==> src/rtl/uart_rx_cfg_if.sv <==
// rtl/uart_rx_cfg_if.sv - received-word handshake between uart_rx_cfg and its consumer
// master = receiver side (drives word, flags, busy); slave = consumer side (drives ready)
interface uart_rx_cfg_if #(
  parameter int DATA_BITS = 8
);
  logic                 i_rx_ready;
  logic                 o_rx_valid;
  logic [DATA_BITS-1:0] o_rx_data;
  logic                 o_parity_err;
  logic                 o_frame_err;
  logic                 o_break;
  logic                 o_overrun;
  logic                 o_busy;

  modport master (
    input  i_rx_ready,
    output o_rx_valid, o_rx_data, o_parity_err, o_frame_err, o_break, o_overrun, o_busy
  );

  modport slave (
    output i_rx_ready,
    input  o_rx_valid, o_rx_data, o_parity_err, o_frame_err, o_break, o_overrun, o_busy
  );
endinterface

==> src/rtl/uart_rx_cfg.sv <==
// rtl/uart_rx_cfg.sv - configurable-format UART receiver with majority sampling and held output word
// Frame: start, DATA_BITS data LSB first, optional parity, 1 or 2 stop bits; decisions on synchronised line.
module uart_rx_cfg #(
  parameter int TICKS_PER_BIT = 128,
  parameter int DATA_BITS     = 8,
  parameter int PARITY        = 0,
  parameter int STOP_BITS     = 1
) (
  input  logic          i_clk,
  input  logic          i_rst_n,
  input  logic          i_rx_serial,
  uart_rx_cfg_if.master rx
);

  localparam int CW  = $clog2(TICKS_PER_BIT);
  localparam int MID = (TICKS_PER_BIT - 1) / 2;
  localparam int BW  = $clog2(DATA_BITS);

  localparam logic [CW-1:0] CNT_LAST = CW'(TICKS_PER_BIT - 1);
  localparam logic [CW-1:0] CNT_LO   = CW'(MID - 1);
  localparam logic [CW-1:0] CNT_MID  = CW'(MID);
  localparam logic [CW-1:0] CNT_HI   = CW'(MID + 1);
  localparam logic [BW-1:0] BIT_LAST = BW'(DATA_BITS - 1);

  typedef enum logic [2:0] {
    S_IDLE,
    S_START,
    S_DATA,
    S_PARITY,
    S_STOP,
    S_DONE,
    S_WAIT_HI
  } state_t;

  state_t               state, state_d;
  logic                 rx_meta, rx_sync;
  logic [CW-1:0]        cnt;
  logic                 samp_lo, samp_mid;
  logic [BW-1:0]        bit_idx;
  logic [DATA_BITS-1:0] shreg;
  logic                 par_bit;
  logic                 stop_idx;
  logic                 stop_bad;
  logic                 stop_high;

  logic maj, maj_pt, wrap, last_stop;
  logic par_calc, par_err, brk;

  assign maj_pt    = (cnt == CNT_HI);
  assign wrap      = (cnt == CNT_LAST);
  assign maj       = (samp_lo & samp_mid) | (samp_lo & rx_sync) | (samp_mid & rx_sync);
  assign last_stop = (STOP_BITS == 1) ? 1'b1 : stop_idx;

  assign par_calc = (^shreg) ^ par_bit;
  assign par_err  = (PARITY == 1) ? ~par_calc : (PARITY == 2) ? par_calc : 1'b0;
  // Break needs every sampled bit low, including parity and all stop bits.
  assign brk      = (shreg == '0) & ~par_bit & ~stop_high;

  assign rx.o_busy = (state != S_IDLE);

  always_comb begin
    state_d = state;
    case (state)
      S_IDLE:    if (!rx_sync) state_d = S_START;
      S_START: begin
        if (maj_pt && maj) state_d = S_IDLE;
        else if (wrap)     state_d = S_DATA;
      end
      S_DATA: begin
        if (wrap && (bit_idx == BIT_LAST))
          state_d = (PARITY != 0) ? S_PARITY : S_STOP;
      end
      S_PARITY:  if (wrap) state_d = S_STOP;
      // Leave at the last stop majority point so a following start edge is not missed.
      S_STOP:    if (maj_pt && last_stop) state_d = S_DONE;
      S_DONE:    state_d = stop_bad ? S_WAIT_HI : S_IDLE;
      S_WAIT_HI: if (rx_sync) state_d = S_IDLE;
      default:   state_d = S_IDLE;
    endcase
  end

  always_ff @(posedge i_clk or negedge i_rst_n) begin
    if (!i_rst_n) begin
      state <= S_IDLE;
    end else begin
      state <= state_d;
    end
  end

  always_ff @(posedge i_clk or negedge i_rst_n) begin
    if (!i_rst_n) begin
      rx_meta   <= 1'b1;
      rx_sync   <= 1'b1;
      cnt       <= '0;
      samp_lo   <= 1'b1;
      samp_mid  <= 1'b1;
      bit_idx   <= '0;
      shreg     <= '0;
      par_bit   <= 1'b0;
      stop_idx  <= 1'b0;
      stop_bad  <= 1'b0;
      stop_high <= 1'b0;
    end else begin
      rx_meta <= i_rx_serial;
      rx_sync <= rx_meta;

      if (state == S_IDLE || wrap) cnt <= '0;
      else                         cnt <= cnt + 1'b1;

      if (cnt == CNT_LO)  samp_lo  <= rx_sync;
      if (cnt == CNT_MID) samp_mid <= rx_sync;

      case (state)
        S_IDLE: begin
          bit_idx   <= '0;
          par_bit   <= 1'b0;
          stop_idx  <= 1'b0;
          stop_bad  <= 1'b0;
          stop_high <= 1'b0;
        end
        S_DATA: begin
          if (maj_pt) shreg[bit_idx] <= maj;
          if (wrap)   bit_idx <= bit_idx + 1'b1;
        end
        S_PARITY: begin
          if (maj_pt) par_bit <= maj;
        end
        S_STOP: begin
          if (maj_pt) begin
            if (maj) stop_high <= 1'b1;
            else     stop_bad  <= 1'b1;
          end
          if (wrap) stop_idx <= 1'b1;
        end
        default: ;
      endcase
    end
  end

  // Output word register: a new word in DONE wins over a same-cycle accept.
  always_ff @(posedge i_clk or negedge i_rst_n) begin
    if (!i_rst_n) begin
      rx.o_rx_valid   <= 1'b0;
      rx.o_rx_data    <= '0;
      rx.o_parity_err <= 1'b0;
      rx.o_frame_err  <= 1'b0;
      rx.o_break      <= 1'b0;
      rx.o_overrun    <= 1'b0;
    end else if (state == S_DONE) begin
      rx.o_rx_valid   <= 1'b1;
      rx.o_rx_data    <= shreg;
      rx.o_parity_err <= par_err;
      rx.o_frame_err  <= stop_bad;
      rx.o_break      <= brk;
      rx.o_overrun    <= rx.o_rx_valid & ~rx.i_rx_ready;
    end else if (rx.o_rx_valid && rx.i_rx_ready) begin
      rx.o_rx_valid   <= 1'b0;
    end
  end

endmodule

==> src/flat_wrapper.sv <==
// flat-port wrapper written by rule: the top's interface ports become plain ports
module uart_rx_cfg_flat 
#(
  parameter int TICKS_PER_BIT = 128,
  parameter int DATA_BITS     = 8,
  parameter int PARITY        = 0,
  parameter int STOP_BITS     = 1
)
  (i_clk, i_rst_n, i_rx_serial, rx_i_rx_ready, rx_o_rx_valid, rx_o_rx_data, rx_o_parity_err, rx_o_frame_err, rx_o_break, rx_o_overrun, rx_o_busy);
  uart_rx_cfg_if #(.DATA_BITS(DATA_BITS)) rx_i ();
  input  logic i_clk;
  input  logic i_rst_n;
  input  logic i_rx_serial;
  input wire logic [$bits(rx_i.i_rx_ready)-1:0] rx_i_rx_ready;
  output wire logic [$bits(rx_i.o_rx_valid)-1:0] rx_o_rx_valid;
  output wire logic [$bits(rx_i.o_rx_data)-1:0] rx_o_rx_data;
  output wire logic [$bits(rx_i.o_parity_err)-1:0] rx_o_parity_err;
  output wire logic [$bits(rx_i.o_frame_err)-1:0] rx_o_frame_err;
  output wire logic [$bits(rx_i.o_break)-1:0] rx_o_break;
  output wire logic [$bits(rx_i.o_overrun)-1:0] rx_o_overrun;
  output wire logic [$bits(rx_i.o_busy)-1:0] rx_o_busy;
  assign rx_i.i_rx_ready = rx_i_rx_ready;
  assign rx_o_rx_valid = rx_i.o_rx_valid;
  assign rx_o_rx_data = rx_i.o_rx_data;
  assign rx_o_parity_err = rx_i.o_parity_err;
  assign rx_o_frame_err = rx_i.o_frame_err;
  assign rx_o_break = rx_i.o_break;
  assign rx_o_overrun = rx_i.o_overrun;
  assign rx_o_busy = rx_i.o_busy;
  uart_rx_cfg #(.TICKS_PER_BIT(TICKS_PER_BIT), .DATA_BITS(DATA_BITS), .PARITY(PARITY), .STOP_BITS(STOP_BITS)) u_core (.i_clk(i_clk), .i_rst_n(i_rst_n), .i_rx_serial(i_rx_serial), .rx(rx_i));
endmodule
==> config.mk <==
export PLATFORM = sky130hd
export DESIGN_NAME = uart_rx_cfg_flat
export DESIGN_NICKNAME = d
export VERILOG_FILES = /design/src/rtl/uart_rx_cfg_if.sv /design/src/rtl/uart_rx_cfg.sv /design/src/flat_wrapper.sv
export SDC_FILE = /design/constraint.sdc
export NUM_CORES = 1
export LEC_CHECK = 0
export BUFFER_PORTS_ARGS = -buffer_cell sky130_fd_sc_hd__buf_2
export CORE_UTILIZATION = 55
export CTS_CLUSTER_DIAMETER = 100
export CTS_CLUSTER_SIZE = 10
export DETAILED_ROUTE_END_ITERATION = 8
export PLACE_DENSITY_LB_ADDON = 0.15
export SYNTH_ARGS = -nofsm -noshare
export SYNTH_HDL_FRONTEND = slang
export SYNTH_SLANG_ARGS = --single-unit
==> constraint.sdc <==
create_clock -name i_clk -period 2.59 [get_ports i_clk]
set_input_delay 0.259 -clock i_clk [delete_from_list [all_inputs] [get_ports i_clk]]
set_output_delay 0.259 -clock i_clk [all_outputs]
set_load 0.1 [all_outputs]
-- Word level (Yosys, flattened, before mapping)
Cells that the tools add are included.
- add/subtract/negate cells: 2
- $lt $le $gt $ge: 2
- equality and inequality tests: 21
- multiplexer cells: 25
- bitwise gates (word level): 11
- reductions and logical operators: 18
- operators by type and width (cell ; number):
    2-to-1 mux 3 bit ; 9
    one-hot mux 3 bit (7 select lines) ; 1
    == test 7 x 6 -> 1 bit, second input constant ; 2
    == test 7 bit, second input constant ; 2
    != test 2 x 1 -> 1 bit, second input constant ; 7
    == test 3 bit, second input constant ; 4
    bitwise mux 8 bit ; 1
    zero test 8 bit ; 1
    2-to-1 mux 1 bit ; 8
    nonzero test 2 bit ; 4
    adder 7 x 1 -> 7 bit, second input constant ; 1
    2-to-1 mux 7 bit ; 1
    bitwise AND 1 bit ; 6
    == test 3 x 2 -> 1 bit, second input constant ; 2
    one-hot mux 1 bit (2 select lines) ; 3
    one-hot mux 3 bit (2 select lines) ; 1
    AND reduction 2 bit ; 3
    AND reduction 3 bit ; 2
    AND reduction 6 bit ; 1
    logical AND 1 bit ; 4
    less-than comparator 3 x 4 -> 1 bit, second input constant ; 1
    != test 2 bit, second input constant ; 2
    adder 3 x 1 -> 3 bit, second input constant ; 1
    demux 1 bit (select 3 bit) ; 1
    other kinds (8) ; 11
- flip-flop bits (word level): 40
- bits of input ports: 4
- output and inout bits: 14
- logic and storage cells: 95

-- Depth between registers and ports, before layout
- depth in word-level cells: 6
- mapped depth: 7
- depth with buffers taken out: 7

-- Worst setup path after synthesis
Ideal clock, no wire load.
- path kind: reg-to-reg
- start: register u_core.state[0]
- end: register u_core.cnt[1]
- library setup time: 0.122 ns
- data arrival time: 1.683 ns
- data required time: 2.468 ns
- setup slack: 0.785 ns
- cell stages (with the launch flop): 5
- path buffers: 1
- clock period less this slack: 1.805 ns
- cells stage by stage: dfrtp_1 buf_2 nor3_1 inv_1 and3_1
- cells in the longest elaborated chain, start to end: 3
- RTL lines (item ; line ; text):
    start: declaration ; uart_rx_cfg.sv:35 ; state_t state, state_d;
    start signal: assignment ; uart_rx_cfg.sv:86 ; state <= state_d;
    zero test 3 bit ; uart_rx_cfg.sv:107 ; if (state == S_IDLE || wrap) cnt <= '0;
    logical OR 1 bit ; uart_rx_cfg.sv:107 ;
    2-to-1 mux 7 bit ; uart_rx_cfg.sv:107 ;
    end signal: assignment ; uart_rx_cfg.sv:108 ; else cnt <= cnt + 1'b1;
    end: declaration ; uart_rx_cfg.sv:37 ; logic [CW-1:0] cnt;
No other way between the ends.
A chain may end at the register's enable or synchronous reset.

-- Worst setup path after layout
- start: register u_core.state[1]
- end: output port rx_o_busy
- cells in the longest elaborated chain, start to end: 1
- RTL lines (item ; line ; text):
    nonzero test 3 bit ; uart_rx_cfg.sv:59 ; assign rx.o_busy = (state != S_IDLE);
    end: declaration ; flat_wrapper.sv:21 ; output wire logic [$bits(rx_i.o_busy)-1:0] rx_o_busy;
No other way between the ends.

==> impl_metrics.tcl <==
set metrics [dict create \
    status "finished clean" \
    synth.distinct_cells 42 \
    r2r_setup_slack_ns 0.68 \
    internal_power_uw 831.4 \
    cp.arrival_ns 1.90 \
    p_sw_share_pct 21.26 \
    drt_iter0_markers 60 \
    synth_seq_cells 40 \
    clk_latency_ns 0.36 \
    grtUsageTotal_pct 20.98 \
    synth_edf_count 0 \
    routedWlPerCell_microns 14.47 \
    worst_slew_pin_slew_ns 0.8758 \
    final_common_cell "dfrtp_1" \
    dieArea_sq_um 3753 \
    clkPwrFrac_pct 38.5 \
    async_flop_share_pct 100.0 \
    cap_violations 0 \
    die_height_microns 61.27 \
    switchingPower_uw 224.4 \
    drc_errors 0 \
    nets 192 \
    avgSynthCellArea_sq_um 11.50 \
    required_ns 2.33 \
    period_share_pct 83.22 \
    path_max_fanout 17 \
    num_vias 1273 \
    setup_viol 0 \
    yosysSeqAreaShare_pct 52.07 \
    rr_startpoint "u_core.cnt[0]" \
    pwr-share-seq_pct 59.5 \
    grt_pass1_wl_mm 5.561 \
    leakagePower_nw 0.9896 \
    clockBufferDepth 2 \
    coreArea_sq_um 3363 \
    synthCells 168 \
    tns_ns 0 \
    syn_to_final_growth_pct 9.585 \
    hold_class "in2async" \
    dp_hpwl_mm 2.352 \
    routed_wl_mm 3.329 \
    final_layout_size_suffix_gt1_share_pct 27.72 \
    cts-buffers-inserted 5 \
    fillCellCount 289 \
    cts.sink_count 40 \
    rr_endpoint "u_core.shreg[5]" \
    ir_worst_vdd_v 0.0002798 \
    worstSetupStartpointType "flip-flop" \
    ioPinCount 18 \
    root_buffer "clkbuf_4" \
    ant_nets 0 \
    rsz0062_at_grt "false" \
    initial_core_util_pct 57.44 \
    die_w_microns 61.27 \
    layout_min_cycle_time_ns 2.155 \
    slew_headroom_pct 41.61 \
    ys_warn_count 0 \
    placementRows 21 \
    r2r_cells 7 \
    p_per_area_nw_per_um2 498.7 \
    critical-path-slowest-cell "dfrtp_1" \
    postCtsSetupRepairBufs 0 \
    diodes 0 \
    synthFlopType "dfrtp_1" \
    place.gp.congestion 0.8522 \
    worst-path-buf-inv 2 \
    grt_max_degree 41 \
    power_frac_comb_pct 2.0 \
    clock.fmax_mhz 463.9 \
    slew_viol_final 0 \
    cp_slowest_stage_delay_ns 0.57 \
    h-tree-depth 2 \
    clk_pin_slew_ns 0.12 \
    grt_overflow_total 0 \
    cp-end-kind "output pin" \
    post-place-ws_ns 0.6698 \
    drt_pre_antenna_iters 5 \
    synth_nets 177 \
    worst_path_dominant_cell_family "flip-flops" \
    routed_via_density 5.535 \
    hold_ws_ns 0.007115 \
    fin_ws_ns 0.4346 \
    path_class "reg2out" \
    port_buffers 16 \
    layout_common_cells "36 x dfrtp_1, 16 x nor2_1, 16 x buf_2, 15 x mux2_2, 12 x nand2_1" \
    syn-cell-area_sq_um 1932 \
    final-hold-violation-count 0 \
    clock_skew_ns 0.01302 \
    antenna_found_initial 0 \
    worstPathCellList "nor3_1 > inv_1 > buf_2" \
    cts_tree "built" \
    first_global_vias 1227 \
]
-- power by group through the flow --
stage / logic [mW] / clock network, mW / registers (mW)
floorplan: 0.00770 / 0 / 0.640
global placement: 0.0202 / 0 / 0.640
detailed placement: 0.0208 / 0 / 0.641
CTS: 0.0221 / 0.420 / 0.629
global route: 0.0241 / 0.449 / 0.629
finish: 0.0211 / 0.406 / 0.629
-- kinds of logic after synthesis --
kind of cell	synth area share (%)
flops	52.07
mux	12.76
simple gates	19.37
fa+ha+maj	3.756
other cells	0.1941
xor+xnor	2.267
compound gates	6.607
buf+inv	2.979
-- worst max path at each step --
stage,from,to,slack (ns),depth (start not counted)
CTS,u_core.state[1],rx_o_busy,0.40,3
floorplan,u_core.state[0],u_core.cnt[1],0.79,4
detailed placement,u_core.cnt[0],u_core.shreg[5],0.67,7
global placement,u_core.cnt[0],u_core.shreg[6],0.73,7
finish,u_core.state[1],rx_o_busy,0.43,3
global route,u_core.state[1],rx_o_busy,0.24,3
-- per-layer routing --
metal	wire length (microns)	GRT usage, %
met1	1534	26.05
met4	68	10.06
met2	1604	33.23
met3	121	6.723
met5	0	0
-- synthesized netlist by cell type (4+ instances only) --
master	instances	area share, %
dfrtp_1	36	47
inv_1	4	0.78
nor2_1	16	3.1
mux2_1	6	3.5
buf_2	4	1.0
nand2_1	12	2.3
o21ai_0	6	1.6
ha_1	5	3.2
mux2_2	15	8.7
nand3_1	6	1.6
dfstp_2	4	5.4
a22o_1	5	2.3
-- area by class of cell --
cell class / count / area, sq um / share of cell area (%)
clock buffers: 5 / 37.54 / 1.773
flip-flops and latches: 40 / 1006 / 47.52
inverters: 4 / 15.01 / 0.7092
multi-input cells: 115 / 868.3 / 41.02
well taps: 46 / 57.56 / 2.719
clock inverters: 3 / 42.54 / 2.009
repair buffers: 17 / 90.09 / 4.255
-- registers in the layout, summed over array words and instances, names as in the netlist --
register and flops:
u_core.rx.o_rx_data 8, u_core.shreg 8, u_core.cnt 7, u_core.bit_idx 3
u_core.state 3, u_core.par_bit 1, u_core.rx.o_break 1, u_core.rx.o_frame_err 1
u_core.rx.o_overrun 1, u_core.rx.o_rx_valid 1, u_core.rx_meta 1, u_core.rx_sync 1
u_core.samp_lo 1, u_core.samp_mid 1, u_core.stop_bad 1, u_core.stop_high 1
-- stage by stage --
step	cells	util [%]	cell area, sq um	power (mW)
after global routing	230	62.95	2117	1.102
final	230	62.95	2117	1.056
after detailed placement	221	60.27	2027	0.6614
after global placement	221	60.27	2027	0.6606
after CTS	230	62.95	2117	1.071
after floorplan	168	-	1932	0.6479
-- what timing repair did --
action,4_1_cts,5_1_grt
endpoints found under the hold margin,1,0
hold buffers,1,0
resized for setup,0,0
Note: power is estimated with default switching activity, not from simulation.
